`config.mk`:
```
export PLATFORM = sky130hd
export DESIGN_NAME = adder_arbiter
export DESIGN_NICKNAME = d
export VERILOG_FILES = /design/src/rtl/adder_arb_pkg.sv /design/src/rtl/fa32bit.sv /design/src/rtl/rr_picker.sv /design/src/rtl/adder_arbiter.sv
export SDC_FILE = /design/constraint.sdc
export NUM_CORES = 1
export LEC_CHECK = 0
export ABC_AREA = 0
export ABC_CLOCK_PERIOD_IN_PS = 7600
export BUFFER_PORTS_ARGS = -buffer_cell sky130_fd_sc_hd__buf_2
export CAP_MARGIN = 20
export CORE_AREA = 5 5 126 128
export DETAILED_ROUTE_END_ITERATION = 12
export DIE_AREA = 0 0 131 133
export GPL_ROUTABILITY_DRIVEN = 0
export GPL_TIMING_DRIVEN = 0
export PLACE_DENSITY = 0.85
export SYNTH_ARGS = -nofsm -noshare
export SYNTH_HDL_FRONTEND = slang
export SYNTH_HIERARCHICAL = 1
export SYNTH_SLANG_ARGS = --single-unit
```
`constraint.sdc`:
```
create_clock -name clk -period 7.6 [get_ports clk]
set_input_delay 1.14 -clock clk [delete_from_list [all_inputs] [get_ports clk]]
set_output_delay 1.14 -clock clk [all_outputs]
set_load 0.03 [all_outputs]
```
`src/rtl/adder_arb_pkg.sv`:
```
// adder_arb_pkg
// Shared definitions for the adder arbiter: the FSM state encoding and the
// default operand width and requester count.
package adder_arb_pkg;

  localparam int N_DEF    = 32;
  localparam int NREQ_DEF = 4;

  typedef enum logic [1:0] {
    IDLE = 2'b00,
    EXEC = 2'b01,
    CAPT = 2'b10,
    RESP = 2'b11
  } state_t;

endpackage

```
`src/rtl/fa32bit.sv`:
```
// fa32bit
// Combinational N-bit adder with carry-in and carry-out.
// Ports:
//   a, b  in  N  operands
//   cin   in  1  carry-in
//   s     out N  sum
//   cout  out 1  carry-out
module fa32bit
  import adder_arb_pkg::*;
#(
  parameter int N = N_DEF
) (
  input  logic [N-1:0] a,
  input  logic [N-1:0] b,
  input  logic         cin,
  output logic [N-1:0] s,
  output logic         cout
);

  assign {cout, s} = {1'b0, a} + {1'b0, b} + {{N{1'b0}}, cin};

endmodule

```
`src/rtl/rr_picker.sv`:
```
// rr_picker
// Purely combinational round-robin picker. It finds the first set request bit,
// scanning upward from rr_ptr and wrapping from NREQ-1 back to 0.
// Ports:
//   req_valid  in  NREQ  pending requests
//   rr_ptr     in  PW    highest-priority index for this pick
//   winner     out NREQ  one-hot winner (0 when nothing is pending)
//   winner_idx out PW    encoded winner index (0 when nothing is pending)
module rr_picker
  import adder_arb_pkg::*;
#(
  parameter int NREQ = NREQ_DEF,
  parameter int PW   = $clog2(NREQ)
) (
  input  logic [NREQ-1:0] req_valid,
  input  logic [PW-1:0]   rr_ptr,
  output logic [NREQ-1:0] winner,
  output logic [PW-1:0]   winner_idx
);

  int          pos;
  logic [PW-1:0] pos_idx;

  // Walk from the farthest offset down to offset 0, so the last hit written
  // is the one closest to rr_ptr.
  always_comb begin
    winner     = '0;
    winner_idx = '0;
    pos        = 0;
    pos_idx    = '0;
    for (int k = NREQ - 1; k >= 0; k--) begin
      pos = int'(rr_ptr) + k;
      if (pos >= NREQ) pos = pos - NREQ;
      pos_idx = PW'(pos);
      if (req_valid[pos_idx]) begin
        winner          = '0;
        winner[pos_idx] = 1'b1;
        winner_idx      = pos_idx;
      end
    end
  end

endmodule

```
`src/rtl/adder_arbiter.sv`:
```
// adder_arbiter
// Shares one fa32bit adder among NREQ requesters with round-robin priority.
// One operation is in flight at a time: accept, execute, capture, respond.
//
//   state | meaning
//   ------+--------------------------------------------------------------
//   IDLE  | waiting; accepts the round-robin winner when any request is up
//   EXEC  | latched operands are driving the adder
//   CAPT  | adder sum/carry registered into res_q/cout_q
//   RESP  | one-cycle result pulse to grant_id; pointer moves past it
//
// Ports:
//   clk, rst_n          clock, synchronous active-low reset
//   req_valid/req_ready per-requester handshake (ready is one-hot)
//   req_a/req_b/req_cin packed per-requester operands
//   rsp_valid           one-hot one-cycle result strobe
//   rsp_s/rsp_cout      result, driven only while rsp_valid is nonzero
//   busy                high outside IDLE
//   grant_id            index of the requester in service
module adder_arbiter
  import adder_arb_pkg::*;
#(
  parameter int N    = N_DEF,
  parameter int NREQ = NREQ_DEF,
  parameter int PW   = $clog2(NREQ)
) (
  input  logic              clk,
  input  logic              rst_n,
  input  logic [NREQ-1:0]   req_valid,
  output logic [NREQ-1:0]   req_ready,
  input  logic [NREQ*N-1:0] req_a,
  input  logic [NREQ*N-1:0] req_b,
  input  logic [NREQ-1:0]   req_cin,
  output logic [NREQ-1:0]   rsp_valid,
  output logic [N-1:0]      rsp_s,
  output logic              rsp_cout,
  output logic              busy,
  output logic [PW-1:0]     grant_id
);

  state_t          state, state_nx;
  logic [PW-1:0]   rr_ptr;
  logic [NREQ-1:0] winner;
  logic [PW-1:0]   winner_idx;
  logic            accept;
  logic [N-1:0]    a_q, b_q, res_q;
  logic            cin_q, cout_q;
  logic [N-1:0]    sum;
  logic            sum_cout;

  rr_picker #(.NREQ(NREQ), .PW(PW)) u_picker (
    .req_valid  (req_valid),
    .rr_ptr     (rr_ptr),
    .winner     (winner),
    .winner_idx (winner_idx)
  );

  fa32bit #(.N(N)) u_adder (
    .a    (a_q),
    .b    (b_q),
    .cin  (cin_q),
    .s    (sum),
    .cout (sum_cout)
  );

  always_comb begin
    state_nx = state;
    case (state)
      IDLE:    if (|req_valid) state_nx = EXEC;
      EXEC:    state_nx = CAPT;
      CAPT:    state_nx = RESP;
      RESP:    state_nx = IDLE;
      default: state_nx = IDLE;
    endcase
  end

  assign accept = (state == IDLE) && (|req_valid);

  // Gated by rst_n so nothing looks accepted during the reset cycle itself.
  assign req_ready = (rst_n && state == IDLE) ? winner : '0;
  assign busy      = (state != IDLE);

  always_comb begin
    rsp_valid = '0;
    rsp_s     = '0;
    rsp_cout  = 1'b0;
    if (state == RESP) begin
      rsp_valid[grant_id] = 1'b1;
      rsp_s               = res_q;
      rsp_cout            = cout_q;
    end
  end

  always_ff @(posedge clk) begin
    if (!rst_n) begin
      state    <= IDLE;
      rr_ptr   <= '0;
      grant_id <= '0;
      a_q      <= '0;
      b_q      <= '0;
      cin_q    <= 1'b0;
      res_q    <= '0;
      cout_q   <= 1'b0;
    end else begin
      state <= state_nx;
      if (accept) begin
        a_q      <= req_a[winner_idx*N +: N];
        b_q      <= req_b[winner_idx*N +: N];
        cin_q    <= req_cin[winner_idx];
        grant_id <= winner_idx;
      end
      if (state == CAPT) begin
        res_q  <= sum;
        cout_q <= sum_cout;
      end
      if (state == RESP) begin
        rr_ptr <= (grant_id == PW'(NREQ - 1)) ? '0 : grant_id + PW'(1);
      end
    end
  end

endmodule

```
==> results of run 1 <==
==> cells in the mapped netlist (2+ instances only) <==
cell / number
sky130_fd_sc_hd__dfxtp_1: 104
sky130_fd_sc_hd__o21bai_1: 2
sky130_fd_sc_hd__xnor2_1: 14
sky130_fd_sc_hd__a211o_1: 2
sky130_fd_sc_hd__nand4_1: 12
sky130_fd_sc_hd__nor2_1: 57
sky130_fd_sc_hd__o21ai_0: 18
sky130_fd_sc_hd__nand2_2: 2
sky130_fd_sc_hd__a21oi_1: 38
sky130_fd_sc_hd__inv_1: 14
sky130_fd_sc_hd__o22ai_1: 2
sky130_fd_sc_hd__or4_1: 2
sky130_fd_sc_hd__a31oi_1: 6
sky130_fd_sc_hd__o21ai_1: 2
sky130_fd_sc_hd__a22oi_1: 3
sky130_fd_sc_hd__buf_4: 7
sky130_fd_sc_hd__xor2_1: 14
sky130_fd_sc_hd__nor3_1: 3
sky130_fd_sc_hd__buf_1: 4
sky130_fd_sc_hd__nor2b_1: 2
sky130_fd_sc_hd__clkbuf_1: 18
sky130_fd_sc_hd__mux4_2: 66
sky130_fd_sc_hd__a21o_1: 17
sky130_fd_sc_hd__fa_1: 2
sky130_fd_sc_hd__and3_1: 4
sky130_fd_sc_hd__o21a_1: 4
sky130_fd_sc_hd__mux2_2: 2
sky130_fd_sc_hd__a221oi_1: 2
sky130_fd_sc_hd__nand3_1: 11
sky130_fd_sc_hd__o211ai_1: 2
sky130_fd_sc_hd__nand2_1: 27
sky130_fd_sc_hd__a22o_1: 65
sky130_fd_sc_hd__a211oi_1: 3
sky130_fd_sc_hd__buf_2: 12
sky130_fd_sc_hd__buf_6: 8
sky130_fd_sc_hd__and2_1: 38
sky130_fd_sc_hd__and4_1: 3
sky130_fd_sc_hd__a2111o_1: 2
sky130_fd_sc_hd__mux2i_1: 39
sky130_fd_sc_hd__o31ai_1: 3
sky130_fd_sc_hd__nor4b_1: 2
sky130_fd_sc_hd__ha_1: 47
==> stage by stage <==
stage                     instance area [um2]  total power, mW  instances  worst slack [ps]  util [%]
after floorplan                          7521            1.731        715              3728         -
after global placement                   9303            2.032       1212              3316     63.06
after detailed placement                 9303            2.066       1212              3309     63.06
after CTS                                9593            2.521       1228              3310     65.03
after global routing                     9593            2.685       1228              3123     65.03
final                                    9593            2.526       1228              3312     65.03
==> cell families after synthesis <==
group / Yosys count / share of synthesized area (%)
and+or+nand+nor: 174 / 11.91
buffers and inverters: 63 / 4.492
AOI/OAI and AO/OA: 189 / 18.70
adders and majority gates: 49 / 8.351
xor gates and xnor gates: 28 / 3.261
muxes: 108 / 25.60
DFF: 104 / 27.68
==> cells in the final DEF, fill, tap and decap left out, types with 3 or more instances in the layout <==
cell	instances
sky130_fd_sc_hd__a211oi_1	3
sky130_fd_sc_hd__a21o_1	17
sky130_fd_sc_hd__a21oi_1	38
sky130_fd_sc_hd__a22o_1	65
sky130_fd_sc_hd__a22oi_1	3
sky130_fd_sc_hd__a31oi_1	6
sky130_fd_sc_hd__and2_1	38
sky130_fd_sc_hd__and3_1	4
sky130_fd_sc_hd__and4_1	3
sky130_fd_sc_hd__buf_1	4
sky130_fd_sc_hd__buf_2	321
sky130_fd_sc_hd__buf_4	7
sky130_fd_sc_hd__buf_6	8
sky130_fd_sc_hd__clkbuf_1	18
sky130_fd_sc_hd__clkbuf_16	9
sky130_fd_sc_hd__clkinv_4	3
sky130_fd_sc_hd__dfxtp_1	104
sky130_fd_sc_hd__ha_1	47
sky130_fd_sc_hd__inv_1	14
sky130_fd_sc_hd__mux2i_1	39
sky130_fd_sc_hd__mux4_2	66
sky130_fd_sc_hd__nand2_1	27
sky130_fd_sc_hd__nand3_1	11
sky130_fd_sc_hd__nand4_1	12
sky130_fd_sc_hd__nor2_1	57
sky130_fd_sc_hd__nor3_1	3
sky130_fd_sc_hd__o21a_1	4
sky130_fd_sc_hd__o21ai_0	18
sky130_fd_sc_hd__o31ai_1	3
sky130_fd_sc_hd__xnor2_1	14
sky130_fd_sc_hd__xor2_1	14
==> per-layer routing <==
layer	vias up	track usage [%]	part of all wire (%)
met2	307	46.13	50
met5	-	0	0.11
met4	4	5.143	1.4
li1	3403	-	-
met3	26	4.602	7.3
met1	3485	35.65	41
==> power groups by stage <==
stage	Sequential [mW]	Combinational, mW	Clock (mW)
after floorplan	0.760	0.971	0
after CTS	0.781	1.29	0.455
final	0.782	1.29	0.451
after global routing	0.797	1.41	0.480
after global placement	0.788	1.24	0
after detailed placement	0.792	1.27	0
==> worst max path at each step <==
stage | end | start | depth (start not counted) | slack (ps)
after floorplan | req_ready[1] | req_valid[2] | 5 | 3730
after global placement | b_q[10]$_SDFFE_PN0P_ | req_valid[1] | 9 | 3320
after detailed placement | b_q[10]$_SDFFE_PN0P_ | req_valid[1] | 9 | 3310
after CTS | req_ready[1] | rr_ptr[1]$_SDFFE_PN0N_ | 9 | 3310
after global routing | req_ready[1] | rr_ptr[1]$_SDFFE_PN0N_ | 9 | 3120
final | req_ready[1] | rr_ptr[1]$_SDFFE_PN0N_ | 9 | 3310
==> worst max-delay path, delay by kind of cell, from the launching register on <==
family / cells / cell delay (ps)
compound gates: 2 / 250
fa+ha+maj: 1 / 350
buf+inv: 3 / 560
flops: 1 / 570
mux: 1 / 380
simple gates: 2 / 690
==> layout make-up <==
class,instances,area share [%]
Buffer,49,2.974
Clock buffer,10,2.491
Clock inverter,6,0.5348
Inverter,14,0.5478
Multi-Input combinational cell,548,53.18
Sequential cell,104,21.70
Tap cell,188,2.452
Timing Repair Buffer,309,16.12
==> registers in the layout, summed over array words and instances, names as in the netlist <==
register and count:
state 2, res_q 32, rr_ptr 2, a_q 32, b_q 32, cin_q 1, grant_id 2, cout_q 1
==> run metrics, run 1 <==
number of cells on the worst hold path=2; status=completed; kind of start point of the critical path=flop; wirelength, routed=23790 um; Filler Cells Inserted=1289; internal power consumption=1.525 mW; Hold Crit Start=res_q[16]$_SDFFE_PN0N_; part of the total power dissipated in sequential elements=31.0%; total track usage=26.90%; count of instances resized after the clock tree is built=0; post-synthesis instance area=7521 um2; hold buffer count at cts=0; remaining design rule violation count=0; number of synthesized flops with an enable pin=0; Pre-antenna DRT Iters=7; final hold vios=0; Clk network pwr share=17.8%; required time at the endpoint of the critical path=6460 ps; setup violators final=0; initial core utilization=50.98%; worst hold slack=487.8 ps; syn_area_per_cell=10.52 um2; area of the multi-input gates=5101 um2; worst r2r path cells=9; proportion of layout cells with a drive suffix above 1=42.02%; count of nets after finishing=1350; final worst path period need=4288 ps; fraction of power spent switching nets=39.62%; x dimension of the die=131 um; clock slew at reported path FFs=70 ps; ordered cell list for the critical path=inv_1 > ha_1 > buf_6 > mux4_2 > or4_1 > a21o_1 > o211ai_1 > and3_1 > buf_2; global-route wire length before repair=37350 um; antenna fix cells=0; Max Clk Rate=0.2332 GHz; crit path max-delay cell type=sky130_fd_sc_hd__dfxtp_1; via count of the first global-routing pass=7204; number of cells produced by synthesis=715; total clock buffers created by CTS=9; pins over their slew limit=0; number of antenna violations at the first check in global routing=2; relative max-transition margin=41.67%; number of warning messages in the yosys log=6; post-route ant nets=0; Placement Rows=45; post-synth cell types=72; crit-path max FO=11; sequential standard cell area=2082 um2; Synth area leaders=sky130_fd_sc_hd__dfxtp_1 28%, sky130_fd_sc_hd__mux4_2 20%, sky130_fd_sc_hd__ha_1 7.8%, sky130_fd_sc_hd__a22o_1 7.6%, sky130_fd_sc_hd__mux2i_1 5.2%; P_sw=1.001 mW; CTS Root Cell=sky130_fd_sc_hd__clkbuf_16; Crit Reg-Reg Endpoint=b_q[10]$_SDFFE_PN0P_; fraction of registers with async set or reset after synthesis=0%; per-cell routed wire length=19.37 um; core region area=14750 um2; Critical R2R Launch=rr_ptr[0]$_SDFFE_PN0N_; number of violations reported at the end of detailed-routing iteration 0=574; routed via count divided by cell count=5.884; crit path capture type=output pin; pin count of the biggest net entering global routing=19; remaining global-route overflow=0; total power divided by cell area=263.3 nW/um2; part of the total power dissipated in combinational logic=51.2%; post-synthesis net count=1030; class of the tightest hold or removal check=reg -> reg; final worst-path cycle share=56.42%; highest cell delay on the worst timing path=570 ps; cell type contributing the most total cell area after synthesis=sky130_fd_sc_hd__dfxtp_1; number of buffers added on ports=309; Arr. time, crit path=3150 ps; maximum clock insertion buffer count=2; Max Cap Violations=0; setup TNS after final layout=0 ps; sequential element share of the synthesized area=27.68%; num ports=310; clock sink count=104; slew at the pin closest to its max-slew limit=874.9 ps; setup clock skew after layout=7.306 ps; Synth Flop Type=sky130_fd_sc_hd__dfxtp_1; post-detail-place hpwl=19500 um; via count of the routed design=7225; Worst R2R Setup Slack=3890 ps; static leakage power=4.517 nW; top cell type's share of synthesized area=27.68%; worst vdd rail ir drop=0.0001341 V; setup repair after global routing missed its margin=no; number of flip-flops and latches in the synthesized netlist=104; WS Path Type=reg -> out; CTS H-tree depth=3; clock latency at the later pin of the worst-skew pair=340 ps; die height=133 um; die area=17420 um2; Area Growth Syn to Fin=27.55%; clock tree from TritonCTS=done; post-CTS setup repair buffer count=0; hold-critical path endpoint=res_q[16]$_SDFFE_PN0N_
(Power assumes the default switching activity.)
==> inputs of run 2 (changes only) <==
--- a/config.mk
+++ b/config.mk
@@ -6,15 +6,15 @@
 export NUM_CORES = 1
 export LEC_CHECK = 0
 export ABC_AREA = 0
-export ABC_CLOCK_PERIOD_IN_PS = 7600
+export ABC_CLOCK_PERIOD_IN_PS = 3750
 export BUFFER_PORTS_ARGS = -buffer_cell sky130_fd_sc_hd__buf_2
 export CAP_MARGIN = 20
-export CORE_AREA = 5 5 126 128
+export CORE_AREA = 5 5 136 138
 export DETAILED_ROUTE_END_ITERATION = 12
-export DIE_AREA = 0 0 131 133
+export DIE_AREA = 0 0 141 143
 export GPL_ROUTABILITY_DRIVEN = 0
 export GPL_TIMING_DRIVEN = 0
-export PLACE_DENSITY = 0.85
+export PLACE_DENSITY = 0.77
 export SYNTH_ARGS = -nofsm -noshare
 export SYNTH_HDL_FRONTEND = slang
 export SYNTH_HIERARCHICAL = 1
==> constraint.sdc (replaced) <==
create_clock -name clk -period 3.75 [get_ports clk]
set_input_delay 0.5625 -clock clk [delete_from_list [all_inputs] [get_ports clk]]
set_output_delay 0.5625 -clock clk [all_outputs]
set_load 0.03 [all_outputs]
==> run 2 against run 1 <==
  * Die area rose by 16%
  * Clock skew rose by 2.1 ps
  * Via count fell by 1.0%
  * Largest cell class unchanged
  * Largest power group unchanged
==> run metrics, run 2 (synthesis gave the netlist of run 1 again) <==
status=completed; fraction of power spent switching nets=39.27%; setup repair after global routing missed its margin=no; Area Growth Syn to Fin=28.36%; setup clock skew after layout=9.434 ps; die area=20160 um2; post-route ant nets=0; proportion of layout cells with a drive suffix above 1=42.21%; static leakage power=4.507 nW; most frequent cell on the critical path=sky130_fd_sc_hd__buf_6; final hold vios=0; x dimension of the die=141 um; post-detail-place hpwl=20220 um; Worst R2R Setup Slack=210 ps; core region area=17060 um2; Arr. time, crit path=2990 ps; Setup Slack @ Placement=-8.656 ps; relative max-transition margin=41.99%; number of antenna violations at the first check in global routing=1; crit path max-delay cell type=sky130_fd_sc_hd__or4_1; clock sink count=104; wirelength, routed=24720 um; part of the total power dissipated in combinational logic=50.9%; maximum clock insertion buffer count=2; number of buffers added on ports=309; share of the core filled with cells=56.60%; pin count of the biggest net entering global routing=18; Clk network pwr share=18.3%; pins over their slew limit=0; total clock buffers created by CTS=9; clock latency at the later pin of the worst-skew pair=350 ps; Filler Cells Inserted=1520; global-route wire length before repair=37730 um; ordered cell list for the critical path=buf_6 > inv_1 > ha_1 > buf_6 > mux4_2 > or4_1 > a21o_1 > o211ai_1 > and3_1 > buf_2; number of violations reported at the end of detailed-routing iteration 0=488; die height=143 um; clock tree from TritonCTS=done; Pre-antenna DRT Iters=6; via count of the routed design=7152; highest cell delay on the worst timing path=520 ps; total track usage=23.55%; CTS H-tree depth=3; final worst path period need=3551 ps; placed instance count=1249; kind of start point of the critical path=flop; remaining design rule violation count=0; required time at the endpoint of the critical path=3190 ps; Max Cap Violations=0; antenna fix cells=0; final worst-path cycle share=94.69%; WS Path Type=reg -> out; routed via count divided by cell count=5.654; Placement Rows=48; slew at the pin closest to its max-slew limit=870.1 ps; final critical-path setup slack=198.9 ps; crit path capture type=output pin; worst vdd rail ir drop=0.0003175 V; final std cells w/o fill=1265; setup violators final=0; per-cell routed wire length=19.54 um; class of the tightest hold or removal check=reg -> reg; CTS Root Cell=sky130_fd_sc_hd__clkbuf_16; most frequent cells in the layout=320 x sky130_fd_sc_hd__buf_2, 102 x sky130_fd_sc_hd__dfxtp_1, 66 x sky130_fd_sc_hd__mux4_2, 65 x sky130_fd_sc_hd__a22o_1, 57 x sky130_fd_sc_hd__nor2_1; most common cell after layout, fill and taps aside=sky130_fd_sc_hd__buf_2; clock slew at reported path FFs=70 ps; Final Cell Area=9654 um2; part of the total power dissipated in sequential elements=30.8%; Max Clk Rate=0.2816 GHz; remaining global-route overflow=0; largest registers=a_q x32, b_q x32, res_q x32; crit-path max FO=8; initial core utilization=44.09%; P_sw=2.028 mW; total power divided by cell area=535.0 nW/um2; count of nets after finishing=1350; num ports=310; internal power consumption=3.137 mW; via count of the first global-routing pass=7136; area post-placement=9349 um2
## run 2: cell types whose count changed in the layout (fill, tap and decap cells not counted), sizes merged
cell      previous run  this run
buf                340       339
clkinv               4         1
clkinvlp             0         2
bufinv               0         1
clkbuf              28        29
## run 2: what timing repair did
| item | in CTS | in global routing |
|---|---|---|
| setup endpoints to repair | 22 | 48 |
| buffers inserted | 0 | 0 |
| resized for setup | 1 | 3 |
| hold buffers | 0 | 0 |
## run 2: layer usage
layer  vias to the layer above  wire length [um]  global-route usage (%)
li1                       3414                 -                       -
met5                         -                11                       0
met4                         2               316                   4.946
met2                       322             12390                   40.88
met1                      3382             10020                   29.74
met3                        32              1979                   6.196
## run 2: final cells by class
class | count | area (um2) | area share, %
buffer | 49 | 287.8 | 2.981
clock buffer | 10 | 229.0 | 2.372
clock inverter | 6 | 67.56 | 0.6998
inverter | 14 | 52.55 | 0.5443
multi-input combinational | 548 | 5105 | 52.88
sequential | 104 | 2085 | 21.59
tap | 225 | 281.5 | 2.916
timing repair buffer | 309 | 1546 | 16.02
## run 2: through the flow
stage / power [mW] / setup TNS [ps] / hold slack, ps
CTS: 5.175 / 0 / 491.8
global placement: 4.147 / -52.82 / 460.7
finish: 5.165 / 0 / 487.9
detailed placement: 4.201 / -20.70 / 471.8
global route: 5.484 / 0 / 504.0
floorplan: 3.509 / 0 / 446.2
## run 2: power groups by stage
stage	Combinational [mW]	Sequential (mW)	Clock [mW]
floorplan	1.97	1.54	0
global placement	2.55	1.60	0
detailed placement	2.60	1.60	0
CTS	2.62	1.59	0.967
global route	2.86	1.62	1.01
finish	2.63	1.59	0.946
## run 2: final timing paths
check / startpoint / end / depth (start not counted)
max: rr_ptr[0]$_SDFFE_PN0N_ / req_ready[1] / 10
min: b_q[27]$_SDFFE_PN0P_ / b_q[27]$_SDFFE_PN0P_ / 1
max reg2reg: rr_ptr[0]$_SDFFE_PN0N_ / b_q[5]$_SDFFE_PN0P_ / 10
min reg2reg: b_q[27]$_SDFFE_PN0P_ / b_q[27]$_SDFFE_PN0P_ / 1
## run 2: worst max-delay path, delay by kind of cell (launching register included)
kind / cells / cell delay (ps)
flip-flops: 1 / 410
buffers and inverters: 4 / 620
AND/OR/NAND/NOR: 2 / 690
multiplexers: 1 / 360
AO/OA/AOI/OAI: 2 / 230
adder cells (fa/ha/maj): 1 / 330
==> inputs of run 3 (changes only) <==
--- a/config.mk
+++ b/config.mk
@@ -9,12 +9,15 @@
 export ABC_CLOCK_PERIOD_IN_PS = 3750
 export BUFFER_PORTS_ARGS = -buffer_cell sky130_fd_sc_hd__buf_2
 export CAP_MARGIN = 20
-export CORE_AREA = 5 5 136 138
+export CELL_PAD_IN_SITES_DETAIL_PLACEMENT = 1
+export CELL_PAD_IN_SITES_GLOBAL_PLACEMENT = 1
+export CORE_AREA = 5 5 157 159
 export DETAILED_ROUTE_END_ITERATION = 12
-export DIE_AREA = 0 0 141 143
+export DIE_AREA = 0 0 162 164
 export GPL_ROUTABILITY_DRIVEN = 0
 export GPL_TIMING_DRIVEN = 0
-export PLACE_DENSITY = 0.77
+export PLACE_DENSITY_LB_ADDON = 0.1
+export RECOVER_POWER = 50
 export SYNTH_ARGS = -nofsm -noshare
 export SYNTH_HDL_FRONTEND = slang
 export SYNTH_HIERARCHICAL = 1
==> run 3 against run 2 <==
  * Flip-flop and latch count did not move
  * Non-clock buffer count stayed put
  * Power is 0.45% lower
  * Sequential share of layout area is essentially flat
  * Cell area rose by 0.10%
  * Count of clock-buffer cells in the layout did not move
  * Highest routed layer unchanged
  * Maximum frequency down 1.5%
  * Critical path depth is the same
  * Clock power down 6.1%
  * Global-route usage decreased by 3.6 points
  * First-iteration DRC count is 46% lower
  * Die area rose by 32%
==> run metrics, run 3 (synthesis gave the netlist of run 1 again) <==
global-route wire length before repair=41590 um; die height=164 um; hold buffer count at cts=0; crit-path max FO=8; placed instance count=1314; post-CTS setup repair buffer count=0; ordered cell list for the critical path=buf_6 > inv_1 > ha_1 > buf_6 > mux4_2 > or4_1 > a21o_1 > o211ai_1 > and3_1 > buf_2; relative max-transition margin=43.55%; count of nets after finishing=1350; final worst path period need=3606 ps; num ports=310; routed via count divided by cell count=5.303; largest delay contributor family on the critical path=simple AND/OR/NAND/NOR gates; count of instances resized after the clock tree is built=8; highest cell delay on the worst timing path=530 ps; wirelength, routed=27210 um; total power divided by cell area=532.0 nW/um2; static leakage power=4.344 nW; via count of the routed design=7053; Overall Power=5.142 mW; post-route ant nets=0; WS Path Type=reg -> out; die area=26570 um2; required time at the endpoint of the critical path=3190 ps; Placement Rows=56; remaining global-route overflow=0; CTS H-tree depth=3; Setup Slack @ Placement=-296.6 ps; x dimension of the die=162 um; largest registers=a_q x32, b_q x32, res_q x32; pins over their slew limit=0; Area Growth Syn to Fin=28.50%; Pre-antenna DRT Iters=4; total track usage=19.91%; final critical-path setup slack=144.0 ps; sequential standard cell area=2085 um2; crit path capture type=output pin; setup repair after global routing missed its margin=no; worst vdd rail ir drop=0.0002392 V; number of buffers added on ports=309; most frequent cells in the layout=281 x sky130_fd_sc_hd__buf_2, 102 x sky130_fd_sc_hd__dfxtp_1, 66 x sky130_fd_sc_hd__mux4_2, 65 x sky130_fd_sc_hd__a22o_1, 57 x sky130_fd_sc_hd__nor2_1; setup clock skew after layout=10.73 ps; slew at the pin closest to its max-slew limit=846.7 ps; kind of start point of the critical path=flop; class of the tightest hold or removal check=reg -> reg; setup violators final=0; number of antenna violations at the first check in global routing=1; total clock buffers created by CTS=9; area post-placement=9430 um2; crit path max-delay cell type=sky130_fd_sc_hd__or4_1; number of violations reported at the end of detailed-routing iteration 0=265; routed length on met1=12270 um; Filler Cells Inserted=2759; maximum clock insertion buffer count=2; status=completed; Met3 Wirelength=1273 um; Arr. time, crit path=3040 ps; most common cell after layout, fill and taps aside=sky130_fd_sc_hd__buf_2; final std cells w/o fill=1330; clock slew at reported path FFs=70 ps; proportion of layout cells with a drive suffix above 1=38.50%; Final Cell Area=9664 um2; clock sink count=104; final worst-path cycle share=96.16%; Max Cap Violations=0; number of buffer and inverter stages on the critical path=4; Max Clk Rate=0.2773 GHz; remaining design rule violation count=0; via count of the first global-routing pass=7525; core region area=23120 um2; uppermost routed layer=met5; most frequent cell on the critical path=sky130_fd_sc_hd__buf_6; CTS Root Cell=sky130_fd_sc_hd__clkbuf_16; pin count of the biggest net entering global routing=17; per-cell routed wire length=20.46 um; met2 WL post-DR=13240 um; area of the multi-input gates=5100 um2; clock tree from TritonCTS=done; final hold vios=0; post-detail-place hpwl=22680 um; clock latency at the later pin of the worst-skew pair=360 ps; initial core utilization=32.53%
-- run 3: changes by cell type in the layout (fill, tap and decap cells not counted), moves of 5 or more --
cell / delta
sky130_fd_sc_hd__clkbuf_1: +37
sky130_fd_sc_hd__and2_1: -5
sky130_fd_sc_hd__buf_2: -39
sky130_fd_sc_hd__and2_0: +5
-- run 3: per-stage QoR --
step	hold WS, ps	utilization [%]	TNS, ps
floorplan	446.2	-	0
detailed placement	467.7	40.78	-11210
global placement	468.1	40.78	-10790
finish	486.6	41.80	0
global route	503.0	41.79	0
CTS	487.0	42.03	0
-- run 3: final timing paths --
kind	to	depth (start not counted)	slack, ps	from
worst max-delay path	req_ready[1]	10	140	rr_ptr[0]$_SDFFE_PN0N_
worst min-delay path	b_q[29]$_SDFFE_PN0P_	1	490	b_q[29]$_SDFFE_PN0P_
worst max register to register	a_q[30]$_SDFFE_PN0P_	10	290	rr_ptr[1]$_SDFFE_PN0N_
worst min register to register	b_q[29]$_SDFFE_PN0P_	1	490	b_q[29]$_SDFFE_PN0P_
-- run 3: power breakdown --
part	internal (mW)	total, mW	leakage, nW	switching [mW]
combinational	1.22	2.67	3.36	1.44
sequential	1.39	1.58	0.854	0.195
clock	0.448	0.888	0.128	0.441
-- run 3: layout make-up --
type                    count  area share (%)
clock inverters             5          0.3625
multi-input cells         548           52.77
clock buffers              10           2.369
plain buffers              49           3.055
repair buffers            309           15.55
diodes                      1         0.02589
flip-flops and latches    104           21.57
inverters                  14          0.5438
well taps                 290           3.755
-- run 3: layer usage --
layer | GRT usage, % | vias up
met1 | 26.85 | 3443
met3 | 4.341 | 29
met4 | 4.306 | 2
met5 | 0 | -
met2 | 33.01 | 173
li1 | - | 3406
